==> src/rtl/alarm_ctrl_if.sv <==
// Signal bundle between the time-of-day counter / front panel and alarm_ctrl.
// The master side drives time and button inputs; the slave side is the controller.
interface alarm_ctrl_if;
    logic       sec_tick;
    logic [6:0] tmin;
    logic [6:0] thrs;
    logic       alarm_set;
    logic       min_adv;
    logic       hrs_adv;
    logic       alarm_on;
    logic       snooze;
    logic       dismiss;
    logic [6:0] amin;
    logic [6:0] ahrs;
    logic       buzz;
    logic       snoozing;

    modport master (
        output sec_tick, tmin, thrs, alarm_set, min_adv, hrs_adv,
               alarm_on, snooze, dismiss,
        input  amin, ahrs, buzz, snoozing
    );

    modport slave (
        input  sec_tick, tmin, thrs, alarm_set, min_adv, hrs_adv,
               alarm_on, snooze, dismiss,
        output amin, ahrs, buzz, snoozing
    );
endinterface

==> src/rtl/alarm_ctrl.sv <==
// Alarm sequencer: set-time registers plus IDLE/ARMED/RINGING/SNOOZE state machine.
// Optional macro ALARM_BEEP_EN makes the buzzer pulse 1 s on / 1 s off while ringing.
module alarm_ctrl #(
    parameter int RING_SECS  = 60,
    parameter int SNOOZE_MIN = 9,
    parameter int MAX_SNOOZE = 3,
    parameter int HRS_MOD    = 24
) (
    input  logic        Clk,
    input  logic        Reset,
    alarm_ctrl_if.slave bus
);
    localparam logic [6:0] RING_LAST = 7'(RING_SECS - 1);
    localparam logic [6:0] HRS_LAST  = 7'(HRS_MOD - 1);
    localparam logic [7:0] SNZ_ADD   = 8'(SNOOZE_MIN);
    localparam logic [2:0] SNZ_MAX   = 3'(MAX_SNOOZE);

    typedef enum logic [1:0] {IDLE, ARMED, RINGING, SNOOZE} state_t;

    state_t     state_q, state_d;
    logic [6:0] amin_q, amin_d;
    logic [6:0] ahrs_q, ahrs_d;
    logic [6:0] ring_cnt_q, ring_cnt_d;
    logic [2:0] snz_cnt_q, snz_cnt_d;
    logic [6:0] tgt_min_q, tgt_min_d;
    logic [6:0] tgt_hrs_q, tgt_hrs_d;
    logic       match_q, match_d;
    logic       buzz_q, buzz_d;
    logic       snoozing_q, snoozing_d;

    logic       trigger;
    logic       at_target;
    logic [7:0] snz_sum;
    logic [6:0] snz_min;
    logic [6:0] snz_hrs;

    always_comb begin
        amin_d = amin_q;
        ahrs_d = ahrs_q;
        if (bus.alarm_set && bus.min_adv)
            amin_d = (amin_q == 7'd59) ? 7'd0 : amin_q + 7'd1;
        if (bus.alarm_set && bus.hrs_adv)
            ahrs_d = (ahrs_q == HRS_LAST) ? 7'd0 : ahrs_q + 7'd1;
    end

    // Rising edge of the minute match, so arming inside the minute never rings.
    assign match_d   = (bus.tmin == amin_q) && (bus.thrs == ahrs_q);
    assign trigger   = match_d && !match_q;
    assign at_target = (bus.tmin == tgt_min_q) && (bus.thrs == tgt_hrs_q);

    always_comb begin
        snz_sum = {1'b0, bus.tmin} + SNZ_ADD;
        snz_min = snz_sum[6:0];
        snz_hrs = bus.thrs;
        if (snz_sum >= 8'd60) begin
            snz_min = 7'(snz_sum - 8'd60);
            snz_hrs = (bus.thrs == HRS_LAST) ? 7'd0 : bus.thrs + 7'd1;
        end
    end

    always_comb begin
        state_d    = state_q;
        ring_cnt_d = ring_cnt_q;
        snz_cnt_d  = snz_cnt_q;
        tgt_min_d  = tgt_min_q;
        tgt_hrs_d  = tgt_hrs_q;
        if (!bus.alarm_on) begin
            state_d = IDLE;
        end else begin
            case (state_q)
                IDLE: state_d = ARMED;
                ARMED: begin
                    if (!bus.alarm_set && trigger) begin
                        state_d    = RINGING;
                        ring_cnt_d = 7'd0;
                        snz_cnt_d  = 3'd0;
                    end
                end
                RINGING: begin
                    if (bus.alarm_set || bus.dismiss) begin
                        state_d = ARMED;
                    end else if (bus.snooze && (snz_cnt_q < SNZ_MAX)) begin
                        state_d   = SNOOZE;
                        snz_cnt_d = snz_cnt_q + 3'd1;
                        tgt_min_d = snz_min;
                        tgt_hrs_d = snz_hrs;
                    end else if (bus.sec_tick) begin
                        if (ring_cnt_q == RING_LAST)
                            state_d = ARMED;
                        else
                            ring_cnt_d = ring_cnt_q + 7'd1;
                    end
                end
                SNOOZE: begin
                    if (bus.alarm_set || bus.dismiss) begin
                        state_d = ARMED;
                    end else if (at_target) begin
                        state_d    = RINGING;
                        ring_cnt_d = 7'd0;
                    end
                end
                default: state_d = IDLE;
            endcase
        end
    end

`ifdef ALARM_BEEP_EN
    logic beep_q, beep_d;

    always_comb begin
        beep_d = beep_q;
        if (state_d == RINGING && state_q != RINGING)
            beep_d = 1'b1;
        else if (state_q == RINGING && bus.sec_tick)
            beep_d = ~beep_q;
    end

    always_ff @(posedge Clk) begin
        if (Reset) beep_q <= 1'b1;
        else       beep_q <= beep_d;
    end

    assign buzz_d = (state_d == RINGING) && beep_d;
`else
    assign buzz_d = (state_d == RINGING);
`endif

    assign snoozing_d = (state_d == SNOOZE);

    always_ff @(posedge Clk) begin
        if (Reset) begin
            state_q    <= IDLE;
            amin_q     <= 7'd0;
            ahrs_q     <= 7'd0;
            ring_cnt_q <= 7'd0;
            snz_cnt_q  <= 3'd0;
            tgt_min_q  <= 7'd0;
            tgt_hrs_q  <= 7'd0;
            match_q    <= 1'b0;
            buzz_q     <= 1'b0;
            snoozing_q <= 1'b0;
        end else begin
            state_q    <= state_d;
            amin_q     <= amin_d;
            ahrs_q     <= ahrs_d;
            ring_cnt_q <= ring_cnt_d;
            snz_cnt_q  <= snz_cnt_d;
            tgt_min_q  <= tgt_min_d;
            tgt_hrs_q  <= tgt_hrs_d;
            match_q    <= match_d;
            buzz_q     <= buzz_d;
            snoozing_q <= snoozing_d;
        end
    end

    assign bus.amin     = amin_q;
    assign bus.ahrs     = ahrs_q;
    assign bus.buzz     = buzz_q;
    assign bus.snoozing = snoozing_q;
endmodule
==> src/flat_wrapper.sv <==
// flat-port wrapper written by rule: the top's interface ports become plain ports
module alarm_ctrl_flat 
#(
    parameter int RING_SECS  = 60,
    parameter int SNOOZE_MIN = 9,
    parameter int MAX_SNOOZE = 3,
    parameter int HRS_MOD    = 24
)
  (Clk, Reset, bus_sec_tick, bus_tmin, bus_thrs, bus_alarm_set, bus_min_adv, bus_hrs_adv, bus_alarm_on, bus_snooze, bus_dismiss, bus_amin, bus_ahrs, bus_buzz, bus_snoozing);
  alarm_ctrl_if bus_i ();
  input  logic Clk;
  input  logic Reset;
  input wire logic [$bits(bus_i.sec_tick)-1:0] bus_sec_tick;
  input wire logic [$bits(bus_i.tmin)-1:0] bus_tmin;
  input wire logic [$bits(bus_i.thrs)-1:0] bus_thrs;
  input wire logic [$bits(bus_i.alarm_set)-1:0] bus_alarm_set;
  input wire logic [$bits(bus_i.min_adv)-1:0] bus_min_adv;
  input wire logic [$bits(bus_i.hrs_adv)-1:0] bus_hrs_adv;
  input wire logic [$bits(bus_i.alarm_on)-1:0] bus_alarm_on;
  input wire logic [$bits(bus_i.snooze)-1:0] bus_snooze;
  input wire logic [$bits(bus_i.dismiss)-1:0] bus_dismiss;
  output wire logic [$bits(bus_i.amin)-1:0] bus_amin;
  output wire logic [$bits(bus_i.ahrs)-1:0] bus_ahrs;
  output wire logic [$bits(bus_i.buzz)-1:0] bus_buzz;
  output wire logic [$bits(bus_i.snoozing)-1:0] bus_snoozing;
  assign bus_i.sec_tick = bus_sec_tick;
  assign bus_i.tmin = bus_tmin;
  assign bus_i.thrs = bus_thrs;
  assign bus_i.alarm_set = bus_alarm_set;
  assign bus_i.min_adv = bus_min_adv;
  assign bus_i.hrs_adv = bus_hrs_adv;
  assign bus_i.alarm_on = bus_alarm_on;
  assign bus_i.snooze = bus_snooze;
  assign bus_i.dismiss = bus_dismiss;
  assign bus_amin = bus_i.amin;
  assign bus_ahrs = bus_i.ahrs;
  assign bus_buzz = bus_i.buzz;
  assign bus_snoozing = bus_i.snoozing;
  alarm_ctrl #(.RING_SECS(RING_SECS), .SNOOZE_MIN(SNOOZE_MIN), .MAX_SNOOZE(MAX_SNOOZE), .HRS_MOD(HRS_MOD)) u_core (.Clk(Clk), .Reset(Reset), .bus(bus_i));
endmodule
==> config.mk <==
export PLATFORM = sky130hd
export DESIGN_NAME = alarm_ctrl_flat
export DESIGN_NICKNAME = d
export VERILOG_FILES = /design/src/rtl/alarm_ctrl_if.sv /design/src/rtl/alarm_ctrl.sv /design/src/flat_wrapper.sv
export SDC_FILE = /design/constraint.sdc
export NUM_CORES = 1
export LEC_CHECK = 0
export CAP_MARGIN = 20
export CELL_PAD_IN_SITES_DETAIL_PLACEMENT = 1
export CELL_PAD_IN_SITES_GLOBAL_PLACEMENT = 2
export CORE_ASPECT_RATIO = 0.75
export CORE_MARGIN = 2
export CORE_UTILIZATION = 32
export DETAILED_ROUTE_END_ITERATION = 7
export GPL_TIMING_DRIVEN = 0
export PLACE_DENSITY_LB_ADDON = 0.1
export SETUP_SLACK_MARGIN = 0.15
export SLEW_MARGIN = 0
export SYNTH_ARGS = -nofsm -noshare
export SYNTH_HDL_FRONTEND = slang
export SYNTH_SLANG_ARGS = --single-unit
==> constraint.sdc <==
create_clock -name Clk -period 4 [get_ports Clk]
set_input_delay 0.8 -clock Clk [delete_from_list [all_inputs] [get_ports Clk]]
set_output_delay 0.8 -clock Clk [all_outputs]
set_load 0.05 [all_outputs]
==> results by group <==
Run status
  – Outcome: finished clean

Place
  – Placed Area: 3060 µm²
  – # port buffers: 31
  – RePlAce Congestion: 0.750
  – DP Wirelength: 5880 µm
  – Inst Count DP: 451

Synth
  – Synth top area share: 0.329
  – Post-synth EDFFs: 0
  – Syn_area_per_cell: 8.32 µm²
  – Synth Instances: 315
  – Seq/Total Area, Yosys: 0.329
  – Dominant cells by area after synthesis: dfxtp_1, xnor2_1, xor2_1
  – Post-synth ARST share: 0
  – Commonest cells in the netlist: dfxtp_1, nor2_1, nand2_1, xnor2_1, nand3_1
  – Post-synthesis cell area: 2620 µm²
  – Biggest area consumer among synthesized cells: dfxtp_1
  – Flops & latches, synth: 43
  – Top-count cell post-synth: dfxtp_1
  – Synth warn: 0
  – Mapped Nets: 345
  – Ys flop type: dfxtp_1
  – Cell variety after synth: 48

Die
  – Die Y: 82.4 µm
  – Site Rows: 28
  – Core area: 7920 µm²
  – Die ar.: 8930 µm²
  – Initial Util: 0.331
  – I/O pins: 39
  – Die width: 108 µm

Pwr
  – Lkg Pwr: 1.09 nW
  – Pwr dens: 282 nW/µm²
  – Power Total: 0.893 mW
  – Total internal power: 0.649 mW
  – Flop pwr share: 0.489
  – Clk pwr share: 0.351
  – Worst VDD drop: 109 µV
  – Net Sw Power: 0.244 mW
  – Combinational share of power: 0.160
  – Net switching fraction of the power: 0.273

Worst setup path
  – Worst setup path start: bus_tmin[0]
  – Endpoint class of the critical path: flip-flop
  – Kind of critical path: input port to flip-flop
  – CP arrival: 3910 ps
  – CP required: 4230 ps
  – Worst r2r dst: u_core.ring_cnt_q[6]$_SDFFE_PP0P_
  – Worst r2r path cells: 7
  – RR Startpoint: u_core.bus.amin[2]$_SDFFE_PP0P_
  – Critical-path maximum fanout: 10
  – Worst setup SP type: input port
  – R2r setup slk: 1430 ps

Timing
  – Min Clock Period, post-route: 3680 ps
  – Setup violators final: 0
  – RSZ-0062 raised after global routing: false
  – Rel. slew slack: 0.306
  – Slew Viols, Final: 0
  – Tcrit/Tclk final: 0.920
  – Least-Margin Pin Slew: 1030 ps
  – Fmax: 0.272 GHz
  – Setup TNS: 0 ps
  – Final hold slack: 478 ps
  – Hold Violations, Final: 0
  – Layout Skew: 7.56 ps

Route
  – Average wire per standard cell: 16.6 µm
  – Post-Route M1 WL: 4410 µm
  – Vias per cell: 5.27
  – Met2 WL: 3020 µm
  – Met3 routed WL: 175 µm
  – Total number of vias: 2417
  – Initial DRC Count: 83
  – Pre-Repair DR Iteration Count: 4
  – Top Metal Used: met4
  – Detailed-route wire length: 7640 µm
  – Antenna-violating nets left: 0
  – DRC: 0

CTS
  – Cts-stage hold buffer count: 0
  – Clock transition at path regs: 90 ps
  – CTS buffer count: 5
  – CTS tree: done
  – Root Driver: clkbuf_8
  – Clock Sinks: 43
  – Clock tree buffer depth: 2
  – Clock Latency Late Sink: 300 ps
  – # Post-CTS Setup Buffers: 0
  – PostCTS Resize Cnt: 0
  – H-Tree Depth: 2

Global routing
  – Gr usage total: 0.182
  – Largest net degree at the start of global routing: 13
  – Initial antenna violation count: 0
  – GR Overflow Total: 0
  – Vias in the first global route: 2320
  – First-pass GRT wire length: 12500 µm

Flow run
  – Maxcap violations: 0

Cells and area
  – Layout overhead on the synthesized area: 20.7%
  – Layout cell share with drive strength beyond 1: 0.0734
  – Final Cell Area: 3160 µm²
  – Nets: 383
  – Fillers: 979
  – Ant diodes: 0
  – Finished Layout Cells: 459

Min path
  – Endpoint of the worst hold path: u_core.tgt_min_q[1]$_SDFFE_PP0P_
  – Hold path cells: 2
  – Hold Path Origin: u_core.tgt_min_q[1]$_SDFFE_PP0P_
  – Tightest Hold Check Type: flip-flop to flip-flop
==> placed cells by master, fill, tap and decap left out, types with 2 or more instances in the layout <==
cell type,synthesis,layout
dfxtp_1,43,43
nor2_1,31,31
clkdlybuf4s50_1,0,31
nand2_1,26,26
xnor2_1,26,26
nand3_1,21,21
xor2_1,20,20
o21ai_0,16,16
a21oi_1,15,15
clkbuf_1,8,9
nand4_1,9,9
clkbuf_8,2,9
inv_1,8,8
a31oi_1,8,8
ha_1,7,7
nor3_1,6,6
o311ai_0,6,6
buf_6,5,5
o41ai_1,4,4
mux2i_1,4,4
or4_1,4,4
and3_1,4,4
nor4_1,3,3
nor2b_1,3,3
a211oi_1,3,3
nand2b_1,3,3
o31ai_1,3,3
and2_1,2,2
or3_1,2,2
o211ai_1,2,2
o22ai_1,2,2
or3_2,2,2
==> per-layer routing <==
metal	GRT usage	vias up
met1	0.287	1171
met5	0	-
met3	0.0306	5
met2	0.255	29
met4	0.0308	0
li1	-	1212
==> worst max-delay path: stages <==
cell and delay [ps]:
clkdlybuf4s50_1 620, ha_1 280, xor2_1 290, ha_1 330, nand2_1 80, or4_4 420
o211ai_2 160, nand2_2 110, buf_6 160, or4_1 500, a31oi_1 170
==> state kept, by name (all words and copies together), names as in the netlist <==
signal	flops
u_core.bus.ahrs	7
u_core.bus.amin	7
u_core.bus.buzz	1
u_core.bus.snoozing	1
u_core.match_q	1
u_core.ring_cnt_q	7
u_core.snz_cnt_q	3
u_core.state_q	2
u_core.tgt_hrs_q	7
u_core.tgt_min_q	7
==> layout make-up <==
type,count,area (µm²),area share
clock buffers,8,100,0.0317
plain buffers,18,134,0.0423
well taps,105,131,0.0416
multi-input cells,246,1600,0.505
flip-flops and latches,43,861,0.272
repair buffers,31,310,0.0981
inverters,8,30.0,0.00950
==> how the worst max path moves through the flow <==
stage                                            end  slack [ps]  depth (start not counted)
finish              u_core.tgt_hrs_q[3]$_SDFFE_PP0P_         320                         11
global route        u_core.tgt_hrs_q[3]$_SDFFE_PP0P_         180                         11
CTS                 u_core.tgt_hrs_q[3]$_SDFFE_PP0P_         320                         11
detailed placement  u_core.tgt_hrs_q[3]$_SDFFE_PP0P_          20                         11
global placement    u_core.tgt_hrs_q[3]$_SDFFE_PP0P_          60                         11
floorplan           u_core.tgt_hrs_q[3]$_SDFFE_PP0P_         970                         10
==> power groups by stage <==
stage,clock (mW),combinational (mW),sequential (mW)
CTS,0.325,0.144,0.436
global route,0.348,0.157,0.438
global placement,0,0.144,0.446
floorplan,0,0.0824,0.454
finish,0.313,0.143,0.436
detailed placement,0,0.143,0.447
==> cell families after synthesis <==
group / Yosys count / share of synthesized area
compound gates: 67 / 0.171
fa+ha+maj: 7 / 0.0334
flops: 43 / 0.329
xor+xnor: 46 / 0.154
mux: 4 / 0.0153
simple gates: 122 / 0.235
buf+inv: 26 / 0.0626
==> through the flow <==
| step | setup WS [ps] | utilization |
|---|---|---|
| CTS | 323 | 0.399 |
| finish | 320 | 0.399 |
| detailed placement | 17.5 | 0.387 |
| global placement | 59.3 | 0.387 |
| global route | 175 | 0.399 |
| floorplan | 973 | - |
No activity file was read; power rests on OpenSTA's default activity.
